**src/rtl/alarm_bank_pkg.sv**
```systemverilog
`default_nettype none
// +------------------------------------------------------------------+
// | axusb_pkg : shared alarm state encoding and time limits           |
// | Rev 1.0                                                           |
// +------------------------------------------------------------------+
package axusb_pkg;

   typedef enum logic [1:0] {IDLE, ARMED, RINGING, SNOOZE} alarm_st_t;

   localparam logic [4:0] HOUR_MAX = 5'd23;
   localparam logic [5:0] MIN_MAX  = 6'd59;

endpackage
`default_nettype wire

```
**src/rtl/alarm_bank_if.sv**
```systemverilog
`default_nettype none
// +------------------------------------------------------------------+
// | alarm_bank_if : keypad/timer side bus of the alarm bank           |
// | Rev 1.0                                                           |
// +------------------------------------------------------------------+
interface alarm_bank_if #(
   parameter int N_CH = 4,
   parameter int CH_W = 2
) ();
   logic            tick_1hz;
   logic [4:0]      cur_hour;
   logic [5:0]      cur_min;
   logic [5:0]      cur_sec;
   logic            wr_en;
   logic [CH_W-1:0] wr_ch;
   logic [4:0]      wr_hour;
   logic [5:0]      wr_min;
   logic            wr_arm;
   logic            ack;
   logic            snooze;
   logic            wr_err;
   logic [N_CH-1:0] armed;
   logic [N_CH-1:0] ring;
   logic            any_ring;
   logic            alarm_led;

   modport master (
      output tick_1hz, cur_hour, cur_min, cur_sec,
      output wr_en, wr_ch, wr_hour, wr_min, wr_arm, ack, snooze,
      input  wr_err, armed, ring, any_ring, alarm_led
   );

   modport slave (
      input  tick_1hz, cur_hour, cur_min, cur_sec,
      input  wr_en, wr_ch, wr_hour, wr_min, wr_arm, ack, snooze,
      output wr_err, armed, ring, any_ring, alarm_led
   );
endinterface
`default_nettype wire

```
**src/rtl/alarm_bank_chan.sv**
```systemverilog
`default_nettype none
// +------------------------------------------------------------------+
// | alarm_chan : one alarm channel - FSM, stored HH:MM, ring/snooze   |
// | Rev 1.0                                                           |
// +------------------------------------------------------------------+
module alarm_chan
   import axusb_pkg::*;
#(
   parameter int RING_SEC   = 60,
   parameter int SNOOZE_SEC = 300
) (
   input  logic       clk,
   input  logic       rst,
   input  logic       wr,
   input  logic [4:0] wr_hour,
   input  logic [5:0] wr_min,
   input  logic       wr_arm,
   input  logic       ack,
   input  logic       snooze,
   input  logic       tick,
   input  logic [4:0] cur_hour,
   input  logic [5:0] cur_min,
   input  logic [5:0] cur_sec,
   output logic       armed,
   output logic       ring
);
   localparam int c_ring_w = $clog2(RING_SEC + 1);
   localparam int c_snz_w  = $clog2(SNOOZE_SEC + 1);

   localparam logic [c_ring_w-1:0] c_ring_load = c_ring_w'(RING_SEC);
   localparam logic [c_ring_w-1:0] c_ring_one  = c_ring_w'(1);
   localparam logic [c_snz_w-1:0]  c_snz_load  = c_snz_w'(SNOOZE_SEC);
   localparam logic [c_snz_w-1:0]  c_snz_one   = c_snz_w'(1);

   localparam logic [1:0] c_st_idle    = IDLE;
   localparam logic [1:0] c_st_armed   = ARMED;
   localparam logic [1:0] c_st_ringing = RINGING;
   localparam logic [1:0] c_st_snooze  = SNOOZE;

   logic [1:0]          r_state;
   logic [4:0]          r_hour;
   logic [5:0]          r_min;
   logic [c_ring_w-1:0] r_ring_cnt;
   logic [c_snz_w-1:0]  r_snz_cnt;
   logic                w_match;

   // Only second 0 can match, so a minute fires at most once.
   assign w_match = tick && (cur_sec == 6'd0) && (cur_hour == r_hour) && (cur_min == r_min);

   always_ff @(posedge clk) begin
      if (rst) begin
         r_state    <= c_st_idle;
         r_hour     <= '0;
         r_min      <= '0;
         r_ring_cnt <= '0;
         r_snz_cnt  <= '0;
      end else if (wr) begin
         r_hour     <= wr_hour;
         r_min      <= wr_min;
         r_state    <= wr_arm ? c_st_armed : c_st_idle;
         r_ring_cnt <= '0;
         r_snz_cnt  <= '0;
      end else if (ack && (r_state == c_st_ringing || r_state == c_st_snooze)) begin
         r_state    <= c_st_armed;
         r_ring_cnt <= '0;
         r_snz_cnt  <= '0;
      end else if (snooze && r_state == c_st_ringing) begin
         r_state    <= c_st_snooze;
         r_ring_cnt <= '0;
         r_snz_cnt  <= c_snz_load;
      end else if (tick) begin
         case (r_state)
            c_st_armed: begin
               if (w_match) begin
                  r_state    <= c_st_ringing;
                  r_ring_cnt <= c_ring_load;
               end
            end
            c_st_ringing: begin
               // Reaching zero on this tick ends the ring; the count never wraps.
               if (r_ring_cnt <= c_ring_one) begin
                  r_state    <= c_st_armed;
                  r_ring_cnt <= '0;
               end else begin
                  r_ring_cnt <= r_ring_cnt - c_ring_one;
               end
            end
            c_st_snooze: begin
               if (r_snz_cnt <= c_snz_one) begin
                  r_state    <= c_st_ringing;
                  r_snz_cnt  <= '0;
                  r_ring_cnt <= c_ring_load;
               end else begin
                  r_snz_cnt <= r_snz_cnt - c_snz_one;
               end
            end
            default: begin
            end
         endcase
      end
   end

   assign armed = (r_state != c_st_idle);
   assign ring  = (r_state == c_st_ringing);
endmodule
`default_nettype wire

```
**src/rtl/alarm_bank.sv**
```systemverilog
`default_nettype none
// +------------------------------------------------------------------+
// | alarm_bank : N-channel alarm engine with write decode and blink   |
// | Rev 1.0                                                           |
// +------------------------------------------------------------------+
module alarm_bank
   import axusb_pkg::*;
#(
   parameter int N_CH       = 4,
   parameter int CH_W       = 2,
   parameter int RING_SEC   = 60,
   parameter int SNOOZE_SEC = 300,
   parameter int BLINK_DIV  = 4000000
) (
   input  logic         mclk,
   input  logic         rst,
   alarm_bank_if.slave  bus
);
   localparam int c_presc_w = (BLINK_DIV > 1) ? $clog2(BLINK_DIV) : 1;
   localparam logic [c_presc_w-1:0] c_presc_max = c_presc_w'(BLINK_DIV - 1);
   localparam logic [c_presc_w-1:0] c_presc_one = c_presc_w'(1);
   localparam logic [CH_W:0]        c_n_ch      = (CH_W + 1)'(N_CH);

   logic                 w_wr_valid;
   logic [N_CH-1:0]      w_armed;
   logic [N_CH-1:0]      w_ring;
   logic                 w_any_ring;
   logic                 r_wr_err;
   logic                 r_phase;
   logic [c_presc_w-1:0] r_presc;

   assign w_wr_valid = bus.wr_en && (bus.wr_hour <= HOUR_MAX) && (bus.wr_min <= MIN_MAX)
                       && ({1'b0, bus.wr_ch} < c_n_ch);

   generate
      for (genvar i = 0; i < N_CH; i++) begin : g_chan
         alarm_chan #(
            .RING_SEC   (RING_SEC),
            .SNOOZE_SEC (SNOOZE_SEC)
         ) u_chan (
            .clk      (mclk),
            .rst      (rst),
            .wr       (w_wr_valid && (bus.wr_ch == CH_W'(i))),
            .wr_hour  (bus.wr_hour),
            .wr_min   (bus.wr_min),
            .wr_arm   (bus.wr_arm),
            .ack      (bus.ack),
            .snooze   (bus.snooze),
            .tick     (bus.tick_1hz),
            .cur_hour (bus.cur_hour),
            .cur_min  (bus.cur_min),
            .cur_sec  (bus.cur_sec),
            .armed    (w_armed[i]),
            .ring     (w_ring[i])
         );
      end
   endgenerate

   assign w_any_ring = |w_ring;

   always_ff @(posedge mclk) begin
      if (rst) begin
         r_wr_err <= 1'b0;
      end else begin
         r_wr_err <= bus.wr_en && !w_wr_valid;
      end
   end

   // Held at zero while silent so every blink burst starts in the lit half.
   always_ff @(posedge mclk) begin
      if (rst || !w_any_ring) begin
         r_presc <= '0;
         r_phase <= 1'b0;
      end else if (r_presc == c_presc_max) begin
         r_presc <= '0;
         r_phase <= ~r_phase;
      end else begin
         r_presc <= r_presc + c_presc_one;
      end
   end

   assign bus.wr_err    = r_wr_err;
   assign bus.armed     = w_armed;
   assign bus.ring      = w_ring;
   assign bus.any_ring  = w_any_ring;
   assign bus.alarm_led = w_any_ring & ~r_phase;
endmodule
`default_nettype wire

```
**src/flat_wrapper.sv**
```systemverilog
// flat-port wrapper written by rule: the top's interface ports become plain ports
module alarm_bank_flat import axusb_pkg::*;
#(
   parameter int N_CH       = 4,
   parameter int CH_W       = 2,
   parameter int RING_SEC   = 60,
   parameter int SNOOZE_SEC = 300,
   parameter int BLINK_DIV  = 4000000
)
  (mclk, rst, bus_tick_1hz, bus_cur_hour, bus_cur_min, bus_cur_sec, bus_wr_en, bus_wr_ch, bus_wr_hour, bus_wr_min, bus_wr_arm, bus_ack, bus_snooze, bus_wr_err, bus_armed, bus_ring, bus_any_ring, bus_alarm_led);
  alarm_bank_if #(.N_CH(N_CH), .CH_W(CH_W)) bus_i ();
  input  logic mclk;
  input  logic rst;
  input wire logic [$bits(bus_i.tick_1hz)-1:0] bus_tick_1hz;
  input wire logic [$bits(bus_i.cur_hour)-1:0] bus_cur_hour;
  input wire logic [$bits(bus_i.cur_min)-1:0] bus_cur_min;
  input wire logic [$bits(bus_i.cur_sec)-1:0] bus_cur_sec;
  input wire logic [$bits(bus_i.wr_en)-1:0] bus_wr_en;
  input wire logic [$bits(bus_i.wr_ch)-1:0] bus_wr_ch;
  input wire logic [$bits(bus_i.wr_hour)-1:0] bus_wr_hour;
  input wire logic [$bits(bus_i.wr_min)-1:0] bus_wr_min;
  input wire logic [$bits(bus_i.wr_arm)-1:0] bus_wr_arm;
  input wire logic [$bits(bus_i.ack)-1:0] bus_ack;
  input wire logic [$bits(bus_i.snooze)-1:0] bus_snooze;
  output wire logic [$bits(bus_i.wr_err)-1:0] bus_wr_err;
  output wire logic [$bits(bus_i.armed)-1:0] bus_armed;
  output wire logic [$bits(bus_i.ring)-1:0] bus_ring;
  output wire logic [$bits(bus_i.any_ring)-1:0] bus_any_ring;
  output wire logic [$bits(bus_i.alarm_led)-1:0] bus_alarm_led;
  assign bus_i.tick_1hz = bus_tick_1hz;
  assign bus_i.cur_hour = bus_cur_hour;
  assign bus_i.cur_min = bus_cur_min;
  assign bus_i.cur_sec = bus_cur_sec;
  assign bus_i.wr_en = bus_wr_en;
  assign bus_i.wr_ch = bus_wr_ch;
  assign bus_i.wr_hour = bus_wr_hour;
  assign bus_i.wr_min = bus_wr_min;
  assign bus_i.wr_arm = bus_wr_arm;
  assign bus_i.ack = bus_ack;
  assign bus_i.snooze = bus_snooze;
  assign bus_wr_err = bus_i.wr_err;
  assign bus_armed = bus_i.armed;
  assign bus_ring = bus_i.ring;
  assign bus_any_ring = bus_i.any_ring;
  assign bus_alarm_led = bus_i.alarm_led;
  alarm_bank #(.N_CH(N_CH), .CH_W(CH_W), .RING_SEC(RING_SEC), .SNOOZE_SEC(SNOOZE_SEC), .BLINK_DIV(BLINK_DIV)) u_core (.mclk(mclk), .rst(rst), .bus(bus_i));
endmodule
```
**config.mk**
```make
export PLATFORM = sky130hd
export DESIGN_NAME = alarm_bank_flat
export DESIGN_NICKNAME = d
export VERILOG_FILES = /design/src/rtl/alarm_bank_pkg.sv /design/src/rtl/alarm_bank_if.sv /design/src/rtl/alarm_bank_chan.sv /design/src/rtl/alarm_bank.sv /design/src/flat_wrapper.sv
export SDC_FILE = /design/constraint.sdc
export NUM_CORES = 1
export LEC_CHECK = 0
export ABC_CLOCK_PERIOD_IN_PS = 3780
export CORE_MARGIN = 2
export CORE_UTILIZATION = 40
export CTS_CLUSTER_SIZE = 30
export DETAILED_ROUTE_END_ITERATION = 6
export GPL_ROUTABILITY_DRIVEN = 0
export SYNTH_ARGS = -nofsm -noshare
export SYNTH_HDL_FRONTEND = slang
export SYNTH_HIERARCHICAL = 1
export SYNTH_SLANG_ARGS = --single-unit
export TNS_END_PERCENT = 30
```
**constraint.sdc**
```tcl
create_clock -name mclk -period 3.78 [get_ports mclk]
set_clock_uncertainty 0.15 [all_clocks]
set_input_delay 0.756 -clock mclk [delete_from_list [all_inputs] [get_ports mclk]]
set_output_delay 0.756 -clock mclk [all_outputs]
set_load 0.02 [all_outputs]
```
======== After elaboration in Yosys (flattened, before gate mapping) ========
Index checks and enable logic that the tools add are counted.
storage, ports and cells
  output and inout bits ................... 11
  input port bits ......................... 37
  logic and storage cells ................. 240
  register bits after elaboration ......... 136
cells by class
  order comparisons ....................... 10
  reduce and logical (&&, ||, !) cells .... 83
  equal/unequal tests ..................... 44
  bitwise logic cells ..................... 2
  add/subtract/negate cells ............... 9
  mux-type cells .......................... 65
operator list
  cell                     number
  $mux W9                  16
  $mux W6                  12
  $pmux W6 S3              4
  $mux W2                  28
  $ne A5 B2 Y1 const B     8
  $le A9 B1 Y1 const B     4
  $sub A9 B1 Y9 const B    4
  $eq A6 B6 Y1             4
  $le A6 B1 Y1 const B     4
  $logic_and A1 B1 Y1      24
  $pmux W2 S3              4
  $reduce_bool A2 Y1       12
  $reduce_bool A6 Y1       4
  $sub A6 B1 Y6 const B    4
  $add A22 B1 Y22 const B  1
  $eq A22 B22 Y1 const B   1
  $eq A2 B2 Y1 const B     10
  $eq A5 B5 Y1             4
  $ne A5 B5 Y1 const B     4
  $reduce_and A5 Y1        4
  $reduce_or A4 Y1         5
  $reduce_and A2 Y1        8
  $reduce_and A4 Y1        4
  $reduce_bool A4 Y1       4
  other kinds (15)         36

======== Logic depth before layout (Yosys ltp) ========
Gate-level depths: netlist (run 1).
  word-level depth ........................ 10
  gate-level depth with buffers ........... 9
  gate-level depth less buffers ........... 8

======== Hierarchy ========
The synthesis (run 1) kept the hierarchy.
modules (own cells, without submodules)
  module      area an instance (um^2)  sequential area each (um^2)  times used  cells an instance
  alarm_chan  1651.6                   560.5                        4           191
  alarm_bank  1168.6                   480.5                        1           132

======== Worst setup path after synthesis (run 1) ========
No wires, ideal clock.
  kind .................................... input to register
  start ................................... input bus_wr_min[5]
  end ..................................... register u_core.g_chan[3].u_chan.r_snz_cnt[1]
  setup time .............................. 0.086 ns
  slack ................................... 1.354 ns
  buffers on the path ..................... 1
  stages on the path ...................... 9
  required time ........................... 3.544 ns
  data arrival time ....................... 2.190 ns
  cells stage by stage .................... nand4_1 nand3_1 inv_1 and3_1 clkbuf_1 a211o_1 a21oi_4 o21ai_1 a211oi_1
between the ends
  longest elaborated chain between the ends .. 4
ends and longest elaborated chain
  what                        RTL line               source
  from (decl)                 flat_wrapper.sv:21     input wire logic [$bits(bus_i.wr_min)-1:0] bus_wr_min;
  $le A6 B6 Y1                alarm_bank.sv:32       assign w_wr_valid = bus.wr_en && (bus.wr_hour <= HOUR_MAX) && (bus.wr_min <= MIN_MAX)
  $logic_and A1 B1 Y1         alarm_bank.sv:32
  $logic_and A1 B1 Y1         alarm_bank.sv:43       .wr (w_wr_valid && (bus.wr_ch == CH_W'(i))),
  $reduce_or A4 Y1 (no line)  n/a
  to (signal assigned)        alarm_bank_chan.sv:70  r_snz_cnt <= c_snz_load;
  to (signal assigned)        alarm_bank_chan.sv:94  r_snz_cnt <= r_snz_cnt - c_snz_one;
  to (decl)                   alarm_bank_chan.sv:44  logic [c_snz_w-1:0] r_snz_cnt;
Every way passes these cells.
A chain may end at the register's enable or synchronous reset.

======== Worst setup path in the final report (run 1) ========
  start ................................... register u_core.g_chan[1].u_chan.r_state[0]
  end ..................................... output bus_alarm_led
between the ends
  longest elaborated chain between the ends .. 3
ends and longest elaborated chain
  what                    RTL line                source
  from (decl)             alarm_bank_chan.sv:40   logic [1:0] r_state;
  from (signal assigned)  alarm_bank_chan.sv:52   r_state <= c_st_idle;
  from (signal assigned)  alarm_bank_chan.sv:60   r_state <= wr_arm ? c_st_armed : c_st_idle;
  from (signal assigned)  alarm_bank_chan.sv:64   r_state <= c_st_armed;
  $eq A2 B2 Y1            alarm_bank_chan.sv:104  assign ring = (r_state == c_st_ringing);
  $reduce_or A4 Y1        alarm_bank.sv:59        assign w_any_ring = |w_ring;
  $and A1 B1 Y1           alarm_bank.sv:86        assign bus.alarm_led = w_any_ring & ~r_phase;
  to (decl)               flat_wrapper.sv:29      output wire logic [$bits(bus_i.alarm_led)-1:0] bus_alarm_led;
Every way passes these cells.

==> key figures, run 1 <==
Timing
  • Slew @ Worst Pin: 0.924 ns
  • Fmax: 310 MHz
  • Fin Setup TNS: 0 ns
  • Max Slew Vio Count: 0
  • Final setup violation count: 0
  • WHS: 0.322 ns
  • Final period utilization: 0.853
  • Final Hold Viols: 0
  • Min Tclk post-route: 3.22 ns
  • RSZ-0062 raised after global routing: false
  • Slew headroom: 0.384

Drt
  • Highest routed metal layer: met4
  • Residual DRC: 0
  • Detailed-route via count: 6528
  • Final ANT Viol Nets: 0
  • WL final: 17900 um
  • Met3 WL post-DR: 676 um
  • First-pass iteration count of the detailed router: 5
  • Metal1 wirelength: 9050 um
  • Iter 0 DRT Violations: 390
  • DR WL/cell: 14.7 um
  • Vias per cell: 5.34
  • Met2 wire len: 7950 um

Die
  • Die area: 20600 sq um
  • Die Y: 143 um
  • Core Region: 18900 sq um
  • Row cnt: 50
  • I/O Pins: 48
  • Die W: 143 um
  • Initial Util: 0.412

Logic synthesis
  • Cell taking the most area after synthesis: dfxtp_1
  • Largest family of logic cells by synthesized area: simple AND/OR/NAND/NOR gates
  • Simple-gate share of the synthesized area: 0.254
  • Synth top area cells: dfxtp_1 35%, mux2i_1 6.7%, xnor2_1 6.5%, nor2_1 4.9%, o21ai_0 3.0%
  • Ys flop type: dfxtp_1
  • Synth unique cells: 59
  • Flops & latches, synth: 136
  • Seq/Total Area, Yosys: 0.350
  • Mapped Avg Cell Area: 8.68 sq um
  • Mapped Area: 7770 sq um
  • EDFF count, synth: 0
  • Multiplexer share of the synthesized area: 0.0669
  • Post-Synth XOR/XNOR Area: 0.0811
  • Yosys top cell area share: 0.350
  • Synth async-reset ratio: 0
  • Adder-Cell Fraction of Synth Area: 0.0274
  • Yosys Warn Count: 6
  • Compound-Gate Fraction of Synth Area: 0.177
  • Syn_nets: 950
  • Cells after Synth: 896

Worst hold path
  • Hold Crit Class: flip-flop to flip-flop

Placement
  • DP Wirelength: 12600 um
  • Port Buffers: 47
  • Placed Instances: 1190

Power and ir drop
  • Clock share of power: 0.391
  • Leakage: 3.24 nW
  • Sw frac: 0.320
  • P_int: 3.05 mW
  • Gate power share: 0.255
  • Switching power total: 1.44 mW
  • Tot Pwr: 4.49 mW
  • Peak supply drop: 380 uV
  • P per Cell Area: 488 nW/um^2
  • Register share of total power: 0.354

Critical path
  • Crit-path max cell delay: 0.54 ns
  • Worst Path Required: 2.87 ns
  • Worst Path Max Fanout: 4
  • Endpoint class of the critical path: output port
  • Slowest cell on crit path: clkdlybuf4s50_1
  • Cell breakdown of the critical path: inv_1 > nand2_1 > inv_1 > nor4_1 > buf_4 > nor2_1 > clkdlybuf4s50_1
  • CP top delay family: buffers and inverters
  • Setup CP Type: flip-flop to output port
  • CP arrival: 2.32 ns
  • Most used cell, CP: inv_1
  • Worst Setup Start Kind: flip-flop
  • Buf+Inv Stages, Crit Path: 4

Clock tree
  • CTS clk-pin slew, worst paths: 0.06 ns
  • Num CTS Buffers: 17
  • CTS tree: done
  • Postcts setup bufs: 0
  • Root Buffer: clkbuf_16
  • Post_cts resized: 0
  • Clk_lat worst skew: 0.43 ns
  • CTS sink cnt: 136
  • H-tree levels: 4
  • Hold buffer count at cts: 0
  • CTS max path bufs: 2

Cells and area
  • Most frequent cells in the layout: 136 x dfxtp_1, 101 x nor2_1, 58 x xnor2_1, 54 x nand2_1, 52 x mux2i_1
  • Post-Layout Cell Count: 1222
  • Ant diodes: 0
  • Fill cells: 1817
  • Leading cell type in the layout, fill and taps excluded: dfxtp_1
  • Final nets: 1003
  • Area grow syn2layout: 18.2%
  • Share of layout cells above drive strength 1: 0.110

Global routing
  • Largest net degree at the start of global routing: 44
  • Initial antenna violation count: 0
  • GR Overflow Total: 0
  • Number of global-route vias before repair: 6069
  • Total global-route track usage: 0.183
  • Global-route wire length before repair: 30500 um

Job
  • Max-cap viol count: 0

Outcome
  • Status: finished, final reports clean
-- Yosys cell counts (5+ instances only) --
library cell and instances:
a21boi_0 5, nor4_4 8, a211o_1 12, o211ai_1 8
xor2_1 14, and3_1 15, or2_2 8, or3_1 11
a31oi_1 28, inv_1 51, nand4_1 19, o21bai_1 12
nand3_1 24, mux2i_1 52, o21ai_0 46, nor4_1 11
buf_2 16, xnor2_1 58, nand2b_1 12, clkbuf_1 13
nor2_1 101, nand2_1 54, a32o_1 8, nor3b_1 12
a21oi_1 32, ha_1 17, nand4b_1 13, dfxtp_1 136
nor3_1 14
-- sequential cells by signal, summed over array words and instances (netlist names) --
signal,cells
u_core/g_chan.u_chan/r_snz_cnt,36
u_core/bus.wr_err,1
u_core/r_phase,1
u_core/r_presc,22
u_core/g_chan.u_chan/r_state,8
u_core/g_chan.u_chan/r_hour,20
u_core/g_chan.u_chan/r_min,24
u_core/g_chan.u_chan/r_ring_cnt,24
-- worst reg2reg max path, stage by stage, from the launching register on --
cell	delay (ns)
dfxtp_1	0.38
ha_1	0.25
nand4_2	0.18
nand2b_4	0.21
o21ai_2	0.74
nor2_1	0.12
-- final timing paths --
check / end / cells after the start / start / slack [ns]
min reg2reg: u_core/r_presc[0]$_SDFF_PP0_ / 1 / u_core/r_presc[0]$_SDFF_PP0_ / 0.32
max reg2reg: u_core/r_presc[4]$_SDFF_PP0_ / 5 / u_core/r_presc[0]$_SDFF_PP0_ / 1.62
min: u_core/r_presc[0]$_SDFF_PP0_ / 1 / u_core/r_presc[0]$_SDFF_PP0_ / 0.32
max: bus_alarm_led / 7 / u_core/g_chan[1].u_chan/r_state[0]$_SDFFE_PP0P_ / 0.56
-- power by group through the flow --
stage | clock network (mW) | logic (mW) | registers, mW
after floorplan | 0 | 0.796 | 1.60
after global placement | 0 | 1.14 | 1.62
after detailed placement | 0 | 1.14 | 1.62
after CTS | 1.79 | 1.15 | 1.59
after global routing | 1.86 | 1.28 | 1.60
final | 1.75 | 1.15 | 1.59
-- cell type report --
class | count | area, sq um | area share
clock buffers | 17 | 425 | 0.0463
inverters | 51 | 191 | 0.0208
flip-flops and latches | 136 | 2720 | 0.296
multi-input cells | 678 | 4730 | 0.515
clock inverters | 15 | 191 | 0.0208
well taps | 260 | 325 | 0.0354
repair buffers | 65 | 601 | 0.0654
-- kinds of logic (layout without fill, tap and decap cells) --
family / count (synthesis) / after routing
simple gates: 338 / 338
compound gates: 199 / 199
flops: 136 / 136
buf+inv: 82 / 148
xor+xnor: 72 / 72
mux: 52 / 52
fa+ha+maj: 17 / 17
-- layer usage --
| metal | vias up | global-route usage |
|---|---|---|
| met2 | 125 | 0.279 |
| met5 | - | 0 |
| met1 | 3039 | 0.262 |
| li1 | 3345 | - |
| met4 | 0 | 0.0511 |
| met3 | 19 | 0.0377 |
-- stage by stage --
stage / util / cell area, sq um / worst slack, ns
after floorplan: - / 7770 / 1.35
after global placement: 0.454 / 8570 / 0.436
after detailed placement: 0.454 / 8570 / 0.404
after CTS: 0.486 / 9190 / 0.520
after global routing: 0.486 / 9190 / 0.392
final: 0.486 / 9190 / 0.557
No activity file was read; power rests on OpenSTA's default activity.
==> run 2: changes to the inputs <==
- ABC_CLOCK_PERIOD_IN_PS: 3780 -> 4150
- clock period: 3.78 -> 4.15 ns (I/O delays scaled with it)
==> key figures, run 2 (synthesis results as in run 1) <==
Outcome
  • Status: finished, final reports clean

Critical path
  • Endpoint class of the critical path: output port
  • Worst Setup Start Kind: flip-flop
  • R2r setup slk: 1.76 ns (+0.14 ns)
  • Setup CP Type: flip-flop to output port
  • Setup crit end: bus_alarm_led
  • Reg2reg path depth: 8 (+3)
  • Reg2reg end: u_core/r_presc[4]$_SDFF_PP0_
  • R2R Path Start: u_core/g_chan[2].u_chan/r_state[0]$_SDFFE_PP0P_
  • CP Launch Point: u_core/g_chan[2].u_chan/r_state[0]$_SDFFE_PP0P_
  • Worst Path Required: 3.17 ns (+0.30 ns)
  • Worst Path Max Fanout: 13 (+9)
  • CP arrival: 2.55 ns (+0.23 ns)

Clock tree
  • Hold buffer count at cts: 0 (unchanged)
  • CTS sink cnt: 136 (unchanged)
  • Num CTS Buffers: 17 (unchanged)
  • Root Buffer: clkbuf_16
  • Post_cts resized: 0 (unchanged)
  • CTS tree: done
  • Postcts setup bufs: 0 (unchanged)
  • Clk_lat worst skew: 0.42 ns (about the same)
  • H-tree levels: 4 (unchanged)
  • CTS max path bufs: 2 (unchanged)
  • CTS clk-pin slew, worst paths: 0.06 ns (about the same)

Timing
  • Fmax: 283 MHz
  • Final setup violation count: 0 (unchanged)
  • Slew headroom: 0.390 (+0.00592)
  • WHS: 0.323 ns (+0.000941 ns)
  • Min Tclk post-route: 3.53 ns
  • Final Hold Viols: 0 (unchanged)
  • Fin Setup TNS: 0 ns (unchanged)
  • RSZ-0062 raised after global routing: false
  • Slew @ Worst Pin: 0.915 ns (-0.00888 ns)
  • Final period utilization: 0.851
  • Max Slew Vio Count: 0 (unchanged)

Global routing
  • Largest net degree at the start of global routing: 46 (+4.5%)
  • Initial antenna violation count: 0 (unchanged)
  • Number of global-route vias before repair: 6222 (+2.5%)
  • Global-route wire length before repair: 30600 um (+0.20%)
  • GR Overflow Total: 0 (unchanged)
  • Total global-route track usage: 0.184 (+0.000397)

Drt
  • Final ANT Viol Nets: 0 (unchanged)
  • Met3 WL post-DR: 753 um (+11%)
  • Highest routed metal layer: met4
  • Metal1 wirelength: 8950 um (-1.1%)
  • Residual DRC: 0 (unchanged)
  • Vias per cell: 5.40 (+1.1%)
  • First-pass iteration count of the detailed router: 5 (unchanged)
  • WL final: 18000 um (+0.69%)
  • Detailed-route via count: 6581 (+0.81%)
  • Iter 0 DRT Violations: 491 (+26%)
  • Met2 wire len: 8190 um (+2.9%)
  • DR WL/cell: 14.8 um (+0.93%)

Power and ir drop
  • Sw frac: 0.319 (-0.000913)
  • P per Cell Area: 437 nW/um^2 (-10%)
  • Gate power share: 0.259 (+0.004)
  • Leakage: 3.21 nW (-0.84%)
  • Clock share of power: 0.378 (-0.013)
  • Register share of total power: 0.363 (+0.009)
  • P_int: 2.72 mW (-11%)
  • Peak supply drop: 275 uV (-28%)
  • Switching power total: 1.28 mW (-11%)

Worst hold path
  • Hold Crit Class: flip-flop to flip-flop

Die
  • Die area: 20600 sq um (unchanged)
  • I/O Pins: 48 (unchanged)
  • Initial Util: 0.412 (unchanged)
  • Row cnt: 50 (unchanged)
  • Core Region: 18900 sq um (unchanged)
  • Die W: 143 um (unchanged)
  • Die Y: 143 um (unchanged)

Cells and area
  • Area of the multi-input gates: 4730 sq um (unchanged)
  • Utilization after layout: 0.484 (-0.00278)
  • Leading cell type in the layout, fill and taps excluded: dfxtp_1
  • Area grow syn2layout: 17.5%
  • Share of layout cells above drive strength 1: 0.105 (-0.00487)
  • Register Area: 2720 sq um (unchanged)
  • Largest registers: u_core/g_chan.u_chan/r_snz_cnt (36), u_core/g_chan.u_chan/r_min (24), u_core/g_chan.u_chan/r_ring_cnt (24)
  • Post-Layout Cell Count: 1219 (-0.25%)
  • Most frequent cells in the layout: 136 x dfxtp_1, 101 x nor2_1, 58 x xnor2_1, 54 x nand2_1, 52 x mux2i_1
  • Fill cells: 1864 (+2.6%)
  • Biggest register: u_core/g_chan.u_chan/r_snz_cnt
  • Final nets: 1000 (-0.30%)
  • Ant diodes: 0 (unchanged)
  • Max reg flops: 36 (unchanged)

Job
  • Max-cap viol count: 0 (unchanged)

Placement
  • DP Wirelength: 12700 um (+0.79%)
  • Placed Instances: 1187 (-0.25%)
  • Port Buffers: 47 (unchanged)
==> run 2: how the worst min path moves through the flow <==
stage | cells past startpoint | end | slack (ns) | startpoint
final | 1 | u_core/r_presc[0]$_SDFF_PP0_ | 0.32 | u_core/r_presc[0]$_SDFF_PP0_
after global routing | 2 | u_core/r_presc[21]$_SDFF_PP0_ | 0.35 | u_core/r_presc[21]$_SDFF_PP0_
after CTS | 1 | u_core/r_presc[0]$_SDFF_PP0_ | 0.33 | u_core/r_presc[0]$_SDFF_PP0_
after detailed placement | 1 | u_core/r_presc[0]$_SDFF_PP0_ | 0.31 | u_core/r_presc[0]$_SDFF_PP0_
after global placement | 1 | u_core/r_presc[0]$_SDFF_PP0_ | 0.31 | u_core/r_presc[0]$_SDFF_PP0_
after floorplan | 1 | u_core/r_presc[0]$_SDFF_PP0_ | 0.28 | u_core/r_presc[0]$_SDFF_PP0_
==> run 2: layout make-up <==
type,count,area share
inverters,51,0.0210
clock buffers,20,0.0489
well taps,260,0.0356
flip-flops and latches,136,0.298
clock inverters,12,0.0153
multi-input cells,678,0.518
repair buffers,62,0.0633
==> run 2: routing by layer <==
| metal | global-route usage | vias up |
|---|---|---|
| li1 | - | 3333 |
| met2 | 0.292 | 111 |
| met1 | 0.253 | 3122 |
| met4 | 0.0428 | 0 |
| met3 | 0.0417 | 15 |
| met5 | 0 | - |
==> run 2: stage by stage <==
step / cell area (sq um) / total power, mW / setup slack, ns
final: 9140 / 3.99 / 0.617
after floorplan: 7770 / 2.18 / 1.65
after CTS: 9140 / 4.03 / 0.629
after global routing: 9140 / 4.21 / 0.368
after global placement: 8550 / 2.50 / 0.771
after detailed placement: 8550 / 2.51 / 0.711
==> run 2: power groups by stage <==
| stage | registers [mW] | logic [mW] | clock network, mW |
|---|---|---|---|
| final | 1.45 | 1.03 | 1.51 |
| after global routing | 1.46 | 1.14 | 1.61 |
| after CTS | 1.45 | 1.04 | 1.55 |
| after detailed placement | 1.47 | 1.03 | 0 |
| after global placement | 1.48 | 1.03 | 0 |
| after floorplan | 1.46 | 0.725 | 0 |
==> run 2: critical path, stage by stage (launching register included) <==
cell,delay (ns)
dfxtp_1,0.58
inv_1,0.15
nand2_1,0.14
inv_1,0.12
nor4_1,0.33
buf_4,0.21
nor2_1,0.05
clkdlybuf4s50_1,0.53
==> run 3: changes to the inputs <==
- CTS_CLUSTER_DIAMETER: unset -> 60
==> results of run 3 <==
Same layout as run 2: the final DEF is identical, and so are final timing and power.
